==> src/rtl/imm_pkg.sv <==
// imm_pkg: shared types and constants for the immediate generator pipeline
package imm_pkg;
  typedef enum logic [2:0] {
    IMM_I, IMM_S, IMM_B, IMM_U, IMM_J, IMM_ZIMM, IMM_SHAMT, IMM_RSVD
  } imm_src_e;
  typedef enum logic [1:0] {EMPTY, ONE, TWO} skid_state_e;
  localparam int INSTR_LSB = 7;
endpackage

==> src/rtl/imm_extract.sv <==
// imm_extract: combinational RISC-V immediate decode and extension
module imm_extract import imm_pkg::*; #(
  parameter int XLEN = 32
) (
  input  logic [31:INSTR_LSB] instr,
  input  imm_src_e            imm_src,
  output logic [XLEN-1:0]     imm,
  output logic                illegal
);
  if (XLEN != 32 && XLEN != 64) begin : g_bad_xlen
    $error("imm_extract: XLEN must be 32 or 64");
  end
  always_comb begin
    illegal = imm_src == IMM_RSVD;
    case (imm_src)
      IMM_I:     imm = XLEN'($signed(instr[31:20]));
      IMM_S:     imm = XLEN'($signed({instr[31:25], instr[11:7]}));
      IMM_B:     imm = XLEN'($signed({instr[31], instr[7], instr[30:25], instr[11:8], 1'b0}));
      IMM_U:     imm = XLEN'($signed({instr[31:12], 12'b0}));
      IMM_J:     imm = XLEN'($signed({instr[31], instr[19:12], instr[20], instr[30:21], 1'b0}));
      IMM_ZIMM:  imm = XLEN'(instr[19:15]);
      IMM_SHAMT: imm = XLEN'({XLEN == 64 && instr[25], instr[24:20]});
      default:   imm = '0;
    endcase
  end
endmodule

==> src/rtl/imm_gen_pipe.sv <==
// imm_gen_pipe: immediate generator behind a 2-entry skid buffer with flush
module imm_gen_pipe import imm_pkg::*; #(
  parameter int XLEN = 32
) (
  input  logic            clk,
  input  logic            rst,
  input  logic            flush,
  input  logic            in_valid,
  output logic            in_ready,
  input  logic [24:0]     instr,
  input  logic [2:0]      imm_src,
  output logic            out_valid,
  input  logic            out_ready,
  output logic [XLEN-1:0] imm_ext,
  output logic            imm_illegal
);
  skid_state_e     state;
  logic [XLEN-1:0] x_imm, m_imm, k_imm;
  logic            x_ill, m_ill, k_ill, acc, take;
  imm_extract #(.XLEN(XLEN)) u_ext (
    .instr(instr),
    .imm_src(imm_src_e'(imm_src)),
    .imm(x_imm),
    .illegal(x_ill)
  );
  assign in_ready    = state != TWO && !rst;
  assign out_valid   = state != EMPTY;
  assign acc         = in_valid && in_ready;
  assign take        = out_valid && out_ready;
  assign imm_ext     = out_valid ? m_imm : '0;
  assign imm_illegal = out_valid && m_ill;
  always_ff @(posedge clk) begin
    if (rst || flush) state <= EMPTY;
    else case (state)
      EMPTY:   if (acc) state <= ONE;
      ONE:     if (acc && !take) state <= TWO;
               else if (take && !acc) state <= EMPTY;
      default: if (take) state <= ONE;
    endcase
  end
  // Data registers are qualified by state, so they carry no reset
  always_ff @(posedge clk) begin
    if (acc && (state == EMPTY || take)) {m_imm, m_ill} <= {x_imm, x_ill};
    else if (state == TWO && take) {m_imm, m_ill} <= {k_imm, k_ill};
    if (acc && state == ONE && !take) {k_imm, k_ill} <= {x_imm, x_ill};
  end
endmodule
==> config.mk <==
export PLATFORM = sky130hd
export DESIGN_NAME = imm_gen_pipe
export DESIGN_NICKNAME = d
export VERILOG_FILES = /design/src/rtl/imm_pkg.sv /design/src/rtl/imm_extract.sv /design/src/rtl/imm_gen_pipe.sv
export SDC_FILE = /design/constraint.sdc
export NUM_CORES = 1
export LEC_CHECK = 0
export ABC_AREA = 0
export CAP_MARGIN = 5
export CORE_MARGIN = 2
export CORE_UTILIZATION = 46
export DETAILED_ROUTE_END_ITERATION = 8
export PLACE_DENSITY = 0.77
export SYNTH_ARGS = -nofsm -noshare
export SYNTH_HDL_FRONTEND = slang
export SYNTH_HIERARCHICAL = 1
export SYNTH_SLANG_ARGS = --single-unit
==> constraint.sdc <==
create_clock -name clk -period 2.4 [get_ports clk]
set_input_delay 0.24 -clock clk [delete_from_list [all_inputs] [get_ports clk]]
set_output_delay 0.24 -clock clk [all_outputs]
set_load 0.02 [all_outputs]
## Word-level counts from Yosys, hierarchy flattened

Cells that the tools add are included.

- Flip-flop bits (word level): 68
- Bits of input ports: 33
- Output and inout bits: 35
- Word-level logic and storage cells: 49

- Eq/ne operators: 12
- Mux-type cells: 11
- Reduce and logical (&&, ||, !) cells: 21

Operator list:

| kind | number |
|---|---|
| $pmux W32 S7 | 1 |
| $mux W32 | 3 |
| $eq A3 B3 Y1 const B | 4 |
| $logic_and A1 B1 Y1 | 10 |
| $mux W2 | 4 |
| $eq A3 B2 Y1 const B | 2 |
| $ne A2 B2 Y1 const B | 2 |
| $pmux W2 S2 | 1 |
| $reduce_bool A2 Y1 | 2 |
| $eq A3 B1 Y1 const B | 1 |
| $logic_not A1 Y1 | 3 |
| $logic_not A3 Y1 | 1 |
| $ne A3 B3 Y1 const B | 1 |
| $reduce_and A3 Y1 | 1 |
| $reduce_bool A3 Y1 | 1 |
| $eq A2 B1 Y1 const B | 1 |
| $eq A2 B2 Y1 const B | 1 |
| $logic_not A2 Y1 | 1 |
| $logic_or A1 B1 Y1 | 2 |
| $mux W1 | 2 |

## Logic depth before layout (Yosys ltp)

Gate-level depths: netlist (run 1).

- Depth after elaboration: 8
- Depth in mapped cells: 8
- Depth with buffers taken out: 7

## Modules after synthesis

The synthesis (run 1) kept the hierarchy.

By module, submodules not included:

| module | instances | cells an instance | area each (um2) |
|---|---|---|---|
| imm_gen_pipe | 1 | 162 | 2798.9 |
| imm_extract | 1 | 87 | 585.6 |

## Worst setup path before layout (run 1)

Ideal clock, no wire load.

- Path type: reg2reg
- From: reg state[1]
- To: reg m_ill, enable pin
- Arrival: 2.201 ns
- Required time: 1.965 ns
- Path slack: -0.236 ns
- Stages on the path, launching flop included: 4
- Path buffers: 0
- Path through: dfxtp_1 > inv_1 > mux2i_1 > o22ai_1

- Longest elaborated chain between the ends: 5
- Elaborated cells on any way between the ends: 11
- Classes of those cells: 2 x eq/ne; 9 x reduce/logical

RTL lines:

| element | line | source |
|---|---|---|
| from (decl) | imm_gen_pipe.sv:17 | `skid_state_e state;` |
| from (signal assigned) | imm_gen_pipe.sv:33 | `if (rst \|\| flush) state <= EMPTY;` |
| from (signal assigned) | imm_gen_pipe.sv:35 | `EMPTY: if (acc) state <= ONE;` |
| from (signal assigned) | imm_gen_pipe.sv:36 | `ONE: if (acc && !take) state <= TWO;` |
| $ne A2 B2 Y1 or $reduce_bool A2 Y1 (tied branches) | imm_gen_pipe.sv:26, imm_gen_pipe.sv:27 |  |
| $logic_and A1 B1 Y1, on equally long branches | imm_gen_pipe.sv:26, imm_gen_pipe.sv:29 |  |
| $logic_and A1 B1 Y1 or $logic_or A1 B1 Y1 (tied branches) | imm_gen_pipe.sv:28, imm_gen_pipe.sv:43 |  |
| $logic_and A1 B1 Y1 | imm_gen_pipe.sv:43 | `if (acc && (state == EMPTY \|\| take)) {m_imm, m_ill} <= {x_imm, x_ill};` |
| $reduce_bool A2 Y1 (no line) (*) | - |  |
| to (signal assigned) | imm_gen_pipe.sv:43 |  |
| to (signal assigned) | imm_gen_pipe.sv:44 | `else if (state == TWO && take) {m_imm, m_ill} <= {k_imm, k_ill};` |
| to (decl) | imm_gen_pipe.sv:19 | `logic x_ill, m_ill, k_ill, acc, take;` |

Mark *: on every way between the ends. The rest lies on a longest branch, timed or not.
A chain may end at the register's enable or synchronous reset.

## Final worst setup path (run 1)

- From: reg state[0]
- To: out imm_ext[4]

- Longest elaborated chain between the ends: 2

RTL lines:

| element | line | source |
|---|---|---|
| $reduce_bool A2 Y1 | imm_gen_pipe.sv:27 | `assign out_valid = state != EMPTY;` |
| $mux W32 | imm_gen_pipe.sv:30 | `assign imm_ext = out_valid ? m_imm : '0;` |
| to (decl) | imm_gen_pipe.sv:14 | `output logic [XLEN-1:0] imm_ext,` |

No other way between the ends.

==> results.ini, run 1 <==
[status]
outcome = finished clean

[sta]
hold_violations = 0
slew_headroom_pct = 66.21
worst_slew_pin_slew_ns = 0.5058
finalClockSkew_ns = 0.007293
final_max_slew_viol_count = 0
finalSetupViolations = 0
setup_ws_ns = 0.1799
fmax_mhz = 450.4
fin_crit_sh_pct = 92.50
fin_setup_tns_ns = 0
min_period_ns = 2.220
rsz0062_at_grt = false

[drt]
viasPerCell = 5.391
routed_wl_um = 6961
num_vias = 2291
remaining_drc_errors = 0
wire_per_inst_um = 16.38
drt-initial-drc-count = 148
firstDrtPassIters = 4
ant_nets = 0

[pwr]
leakagePower_nw = 1.632
switching_share_pct = 21.54
p_int_w = 0.002212
switchingPower_w = 0.0006074
ir_drop_mv = 0.3252
powerDensity_mw_per_mm2 = 637.4
seqPwrFrac_pct = 48.2
combPwrFrac_pct = 12.2
p_clk_share_pct = 39.6

[worst_setup_path]
required_ns = 2.16
end_kind = primary output
startpoint_type = flip-flop
path_class = flip-flop to primary output
path_max_fanout = 24
arrival_ns = 1.98

[flow_run]
maxCapViolCount = 0

[cts]
clockRootBuffer = clkbuf_8
hold_buffers = 0
cts_tree = done
cts-buffers-inserted = 9
cts_resized = 0
h-tree-depth = 3
clkSinkCount = 68
post_cts_buffers = 0
clock_path_buffers = 2
insertion_delay_ns = 0.34
cts.clk_slew.worst_paths_ns = 0.07

[logic_synthesis]
ys_seq_area_share_pct = 59.74
async_flop_share_pct = 0
syn_area_mm2 = 0.003384
yosysUniqueCellTypes = 37
syn_avg_cell_area_um2 = 13.59
synth_edf_count = 66
yosysWarningCount = 6
ys_ff_latch = 68
postSynthCellCount = 249
ys.flop_type = edfxtp_1
synth_nets = 283

[global_route]
grt-ovfl-total = 0
grt_usage_pct = 17.84
grt_max_degree = 34
grt_busiest_layer = met2
use_met3_pct = 4.610
antenna_found_initial = 0
grt_pass1_wl_um = 11260
met1_usage_pct = 23.95
grt_pass1_vias = 2272
met2_usage_pct = 27.78

[place]
dp_hpwl_um = 4851
gp_congestion = 0.9278
pre_cts_slack_ns = 0.2679
port_buffers = 67

[finish]
area_delta_synth_final_pct = 30.68
drive_above_1_share_pct = 19.63
nets = 355
antenna_cells = 0
fillers = 560
layout_common_cells = clkdlybuf4s50_1 (67), edfxtp_1 (66), and2_1 (35)
final_common_cell = clkdlybuf4s50_1

[floorplanning]
fp.dieH_um = 89.78
die_x_um = 89.78
ios = 68
die-area_mm2 = 0.008060
row_count = 31
coreArea_mm2 = 0.007176
start_util_pct = 47.17

[worst_hold_path]
hp-class = flip-flop to flip-flop

## metrics by stage
stage | hold slack, ns | instance area, um^2 | cells | power [W] | util, %
6_report | 0.5378 | 4423 | 425 | 0.002819 | 61.64
5_1_grt | 0.5674 | 4423 | 425 | 0.002936 | 61.64
4_1_cts | 0.5355 | 4423 | 425 | 0.002844 | 61.64
3_5_place_dp | 0.5286 | 4184 | 409 | 0.001726 | 58.31
3_3_place_gp | 0.5297 | 4184 | 409 | 0.001717 | 58.31
2_1_floorplan | 0.4124 | 3391 | 249 | 0.001587 | -
## registers in the layout (all words and copies together), names as in the netlist
signal and cells:
k_imm 32, m_imm 32, state 2, k_ill 1
m_ill 1
## worst paths after layout
| kind | slack [ns] | startpoint | depth (start not counted) | endpoint |
|---|---|---|---|---|
| max reg2reg | 0.59 | state[0] | 5 | m_imm[2] |
| min | 0.54 | state[1] | 2 | state[1] |
| min reg2reg | 0.54 | state[1] | 2 | state[1] |
| max | 0.18 | state[0] | 4 | imm_ext[4] |
## routing by layer
layer	vias to the layer above	wire length [um]
li1	1073	-
met1	1136	3110
met2	74	3374
met5	-	0
met4	0	85
met3	8	391
## kinds of logic after synthesis
group	count (synthesis)	synth area share [%]
AOI/OAI and AO/OA	51	10.43
muxes	36	11.87
DFF	68	59.74
adders and majority gates	2	0.7023
xor gates and xnor gates	1	0.2588
buffers and inverters	21	3.919
and+or+nand+nor	70	13.09
## power by group through the flow
stage	logic [W]	clock network (W)	registers, W
global route	0.000369	0.00120	0.00136
global placement	0.000331	0	0.00139
detailed placement	0.000339	0	0.00139
CTS	0.000342	0.00114	0.00136
finish	0.000344	0.00112	0.00136
floorplan	0.000203	0	0.00138
## critical path, cell delays in order, from the launching register on
cell and delay (ns):
dfxtp_1 0.46, or2_1 0.17, buf_4 0.23, and2_1 0.18, clkdlybuf4s50_1 0.60
## area by class of cell
cell class | count | area, um^2 | area share (%)
Sequential cell | 68 | 2022 | 45.71
Multi-Input combinational cell | 160 | 1236 | 27.95
Timing Repair Buffer | 77 | 783.3 | 17.71
Clock buffer | 9 | 123.9 | 2.801
Tap cell | 99 | 123.9 | 2.801
Clock inverter | 7 | 115.1 | 2.603
Inverter | 5 | 18.77 | 0.4243
## cells in the mapped netlist (2+ instances only)
cell type / number / area share [%]
and2b_1: 4 / 0.89
a21o_1: 12 / 2.7
mux2_2: 33 / 11
nand2b_1: 2 / 0.37
and3_1: 5 / 0.92
buf_6: 6 / 2.0
buf_2: 4 / 0.59
a21oi_1: 16 / 2.4
o21ai_0: 3 / 0.44
and2_1: 35 / 6.5
clkbuf_1: 5 / 0.55
a22o_1: 5 / 1.3
edfxtp_1: 66 / 59
inv_1: 5 / 0.55
a221o_1: 4 / 1.2
mux2i_1: 3 / 0.89
nand2_1: 2 / 0.22
dfxtp_1: 2 / 1.2
nor2_1: 5 / 0.55
o22ai_1: 8 / 1.5
nor2b_1: 8 / 1.5
No activity file was read; power rests on OpenSTA's default activity.
==> run 2: changes to the inputs <==
Settings changed: GPL_TIMING_DRIVEN set to 0.
==> results.ini, run 2 (synthesis results as in run 1) <==
[sta]
fin_crit_sh_pct = 93.22  ; +0.72 points
fmax_mhz = 447.0  ; -0.77%
slew_headroom_pct = 34.91  ; -31 points
final_max_slew_viol_count = 0  ; unchanged
min_period_ns = 2.237  ; +0.01726 ns
finalClockSkew_ns = 0.01110  ; +0.003811 ns
rsz0062_at_grt = false
hold_violations = 0  ; unchanged
finalSetupViolations = 0  ; unchanged
hold_slack_ns = 0.5413  ; +0.003466 ns
worst_slew_pin_slew_ns = 0.9763  ; +0.4705 ns

[finish]
layout_common_cells = clkdlybuf4s50_1 (67), edfxtp_1 (66), and2_1 (35)
drive_above_1_share_pct = 21.56  ; +1.9 points
nets = 363  ; +2.3%
multi_input_area_mm2 = 0.001244  ; +0.61%
area_delta_synth_final_pct = 32.27
fillers = 566  ; +1.1%
register_area_mm2 = 0.002023  ; about the same
antenna_cells = 0  ; unchanged
final_common_cell = clkdlybuf4s50_1

[cts]
cts-buffers-inserted = 9  ; unchanged
post_cts_buffers = 0  ; unchanged
clockRootBuffer = clkbuf_8
clock_path_buffers = 2  ; unchanged
insertion_delay_ns = 0.35  ; about the same
cts.clk_slew.worst_paths_ns = 0.07  ; about the same
clkSinkCount = 68  ; unchanged
cts_tree = done
h-tree-depth = 3  ; unchanged

[drt]
wire_per_inst_um = 16.09  ; -1.8%
firstDrtPassIters = 4  ; unchanged
viasPerCell = 5.185  ; -3.8%
routed_wl_um = 6966  ; about the same
ant_nets = 0  ; unchanged
num_vias = 2245  ; -2.0%
drt-initial-drc-count = 137  ; -7.4%
remaining_drc_errors = 0  ; unchanged

[pwr]
switchingPower_w = 0.0006284  ; +3.5%
switching_share_pct = 22.82  ; +1.3 points
total_power_w = 0.002754  ; -2.3%
p_int_w = 0.002126  ; -3.9%
seqPwrFrac_pct = 49.4  ; +1.2 points
ir_drop_mv = 0.4689  ; +44%
combPwrFrac_pct = 12.9  ; +0.7 points
powerDensity_mw_per_mm2 = 615.2  ; -3.5%
leakagePower_nw = 1.666  ; +2.1%
p_clk_share_pct = 37.7  ; -1.9 points

[floorplanning]
die-area_mm2 = 0.008060  ; unchanged
row_count = 31  ; unchanged
start_util_pct = 47.17  ; unchanged
ios = 68  ; unchanged
die_x_um = 89.78  ; unchanged
coreArea_mm2 = 0.007176  ; unchanged
fp.dieH_um = 89.78  ; unchanged

[worst_setup_path]
slowest_delay_ns = 0.61  ; about the same
path_max_fanout = 10  ; -58%
cp_num_buf_inv = 3  ; +1
arrival_ns = 2.00  ; +0.02 ns
startpoint_type = flip-flop
end_kind = primary output
path_class = flip-flop to primary output
cp_cell_sequence = or2_1 > buf_6 > clkbuf_2 > and2_1 > clkdlybuf4s50_1
required_ns = 2.16  ; about the same
cp_top_family = buffers and inverters
crit_slowest_cell = clkdlybuf4s50_1

[global_route]
grt_usage_pct = 17.50  ; -0.33 points
grt_pass1_vias = 2178  ; -4.1%
grt_pass1_wl_um = 11060  ; -1.8%
grt-ovfl-total = 0  ; unchanged
grt_max_degree = 24  ; -29%
antenna_found_initial = 0  ; unchanged

[worst_hold_path]
hp-class = input pin to flip-flop

[place]
port_buffers = 67  ; unchanged
gp_congestion = 0.8020  ; -14%
dp_hpwl_um = 5089  ; +4.9%

[status]
outcome = finished clean

[flow_run]
maxCapViolCount = 0  ; unchanged

[run 2: through the flow]
step           instance area (um^2)  TNS (ns)  instances  setup WS (ns)  util [%]
4_1_cts                        4474         0        433        0.01162     62.35
3_3_place_gp                   4185    -14.85        415        -0.2913     58.33
5_1_grt                        4477         0        433        0.04611     62.39
2_1_floorplan                  3391         0        249         0.5466         -
6_report                       4477         0        433         0.1626     62.39
3_5_place_dp                   4248         0        417        0.04392     59.20
[run 2: worst reg2reg max path, cell delays in order (launching register included)]
cell and delay [ns]:
dfxtp_1 0.34, inv_1 0.13, and4_1 0.85, buf_16 0.24
[run 2: what timing repair did]
item / 4_1_cts / 5_1_grt
hold buffers: 0 / 0
gates resized for setup: 2 / 3
setup endpoints to repair: 18 / 21
[run 2: layout make-up]
cell class | count | share of cell area, %
Sequential cell | 68 | 45.19
Multi-Input combinational cell | 160 | 27.78
Timing Repair Buffer | 69 | 16.21
Clock buffer | 9 | 2.767
Tap cell | 99 | 2.767
Buffer | 16 | 2.627
Clock inverter | 7 | 2.236
Inverter | 5 | 0.4192
[run 2: worst paths after layout]
| kind | slack (ns) | cells past startpoint | from | to |
|---|---|---|---|---|
| worst max-delay path | 0.16 | 5 | state[0] | imm_ext[12] |
| worst min register to register | 0.55 | 1 | k_imm[7] | m_imm[7] |
| worst min-delay path | 0.54 | 3 | flush | state[1] |
| worst max register to register | 0.56 | 3 | state[1] | k_ill |
[run 2: power by group through the flow]
stage | sequential (W) | clock, W | combinational [W]
2_1_floorplan | 0.00138 | 0 | 0.000203
3_3_place_gp | 0.00139 | 0 | 0.000331
3_5_place_dp | 0.00139 | 0 | 0.000351
4_1_cts | 0.00136 | 0.00106 | 0.000354
5_1_grt | 0.00136 | 0.00110 | 0.000381
6_report | 0.00136 | 0.00104 | 0.000355
[run 2: metal layers]
| layer | GRT usage (%) | vias to the layer above | routed length (um) |
|---|---|---|---|
| li1 | - | 1089 | - |
| met1 | 22.47 | 1071 | 3218 |
| met2 | 28.91 | 68 | 3249 |
| met3 | 3.185 | 17 | 311 |
| met4 | 8.333 | 0 | 188 |
| met5 | 0 | - | 0 |
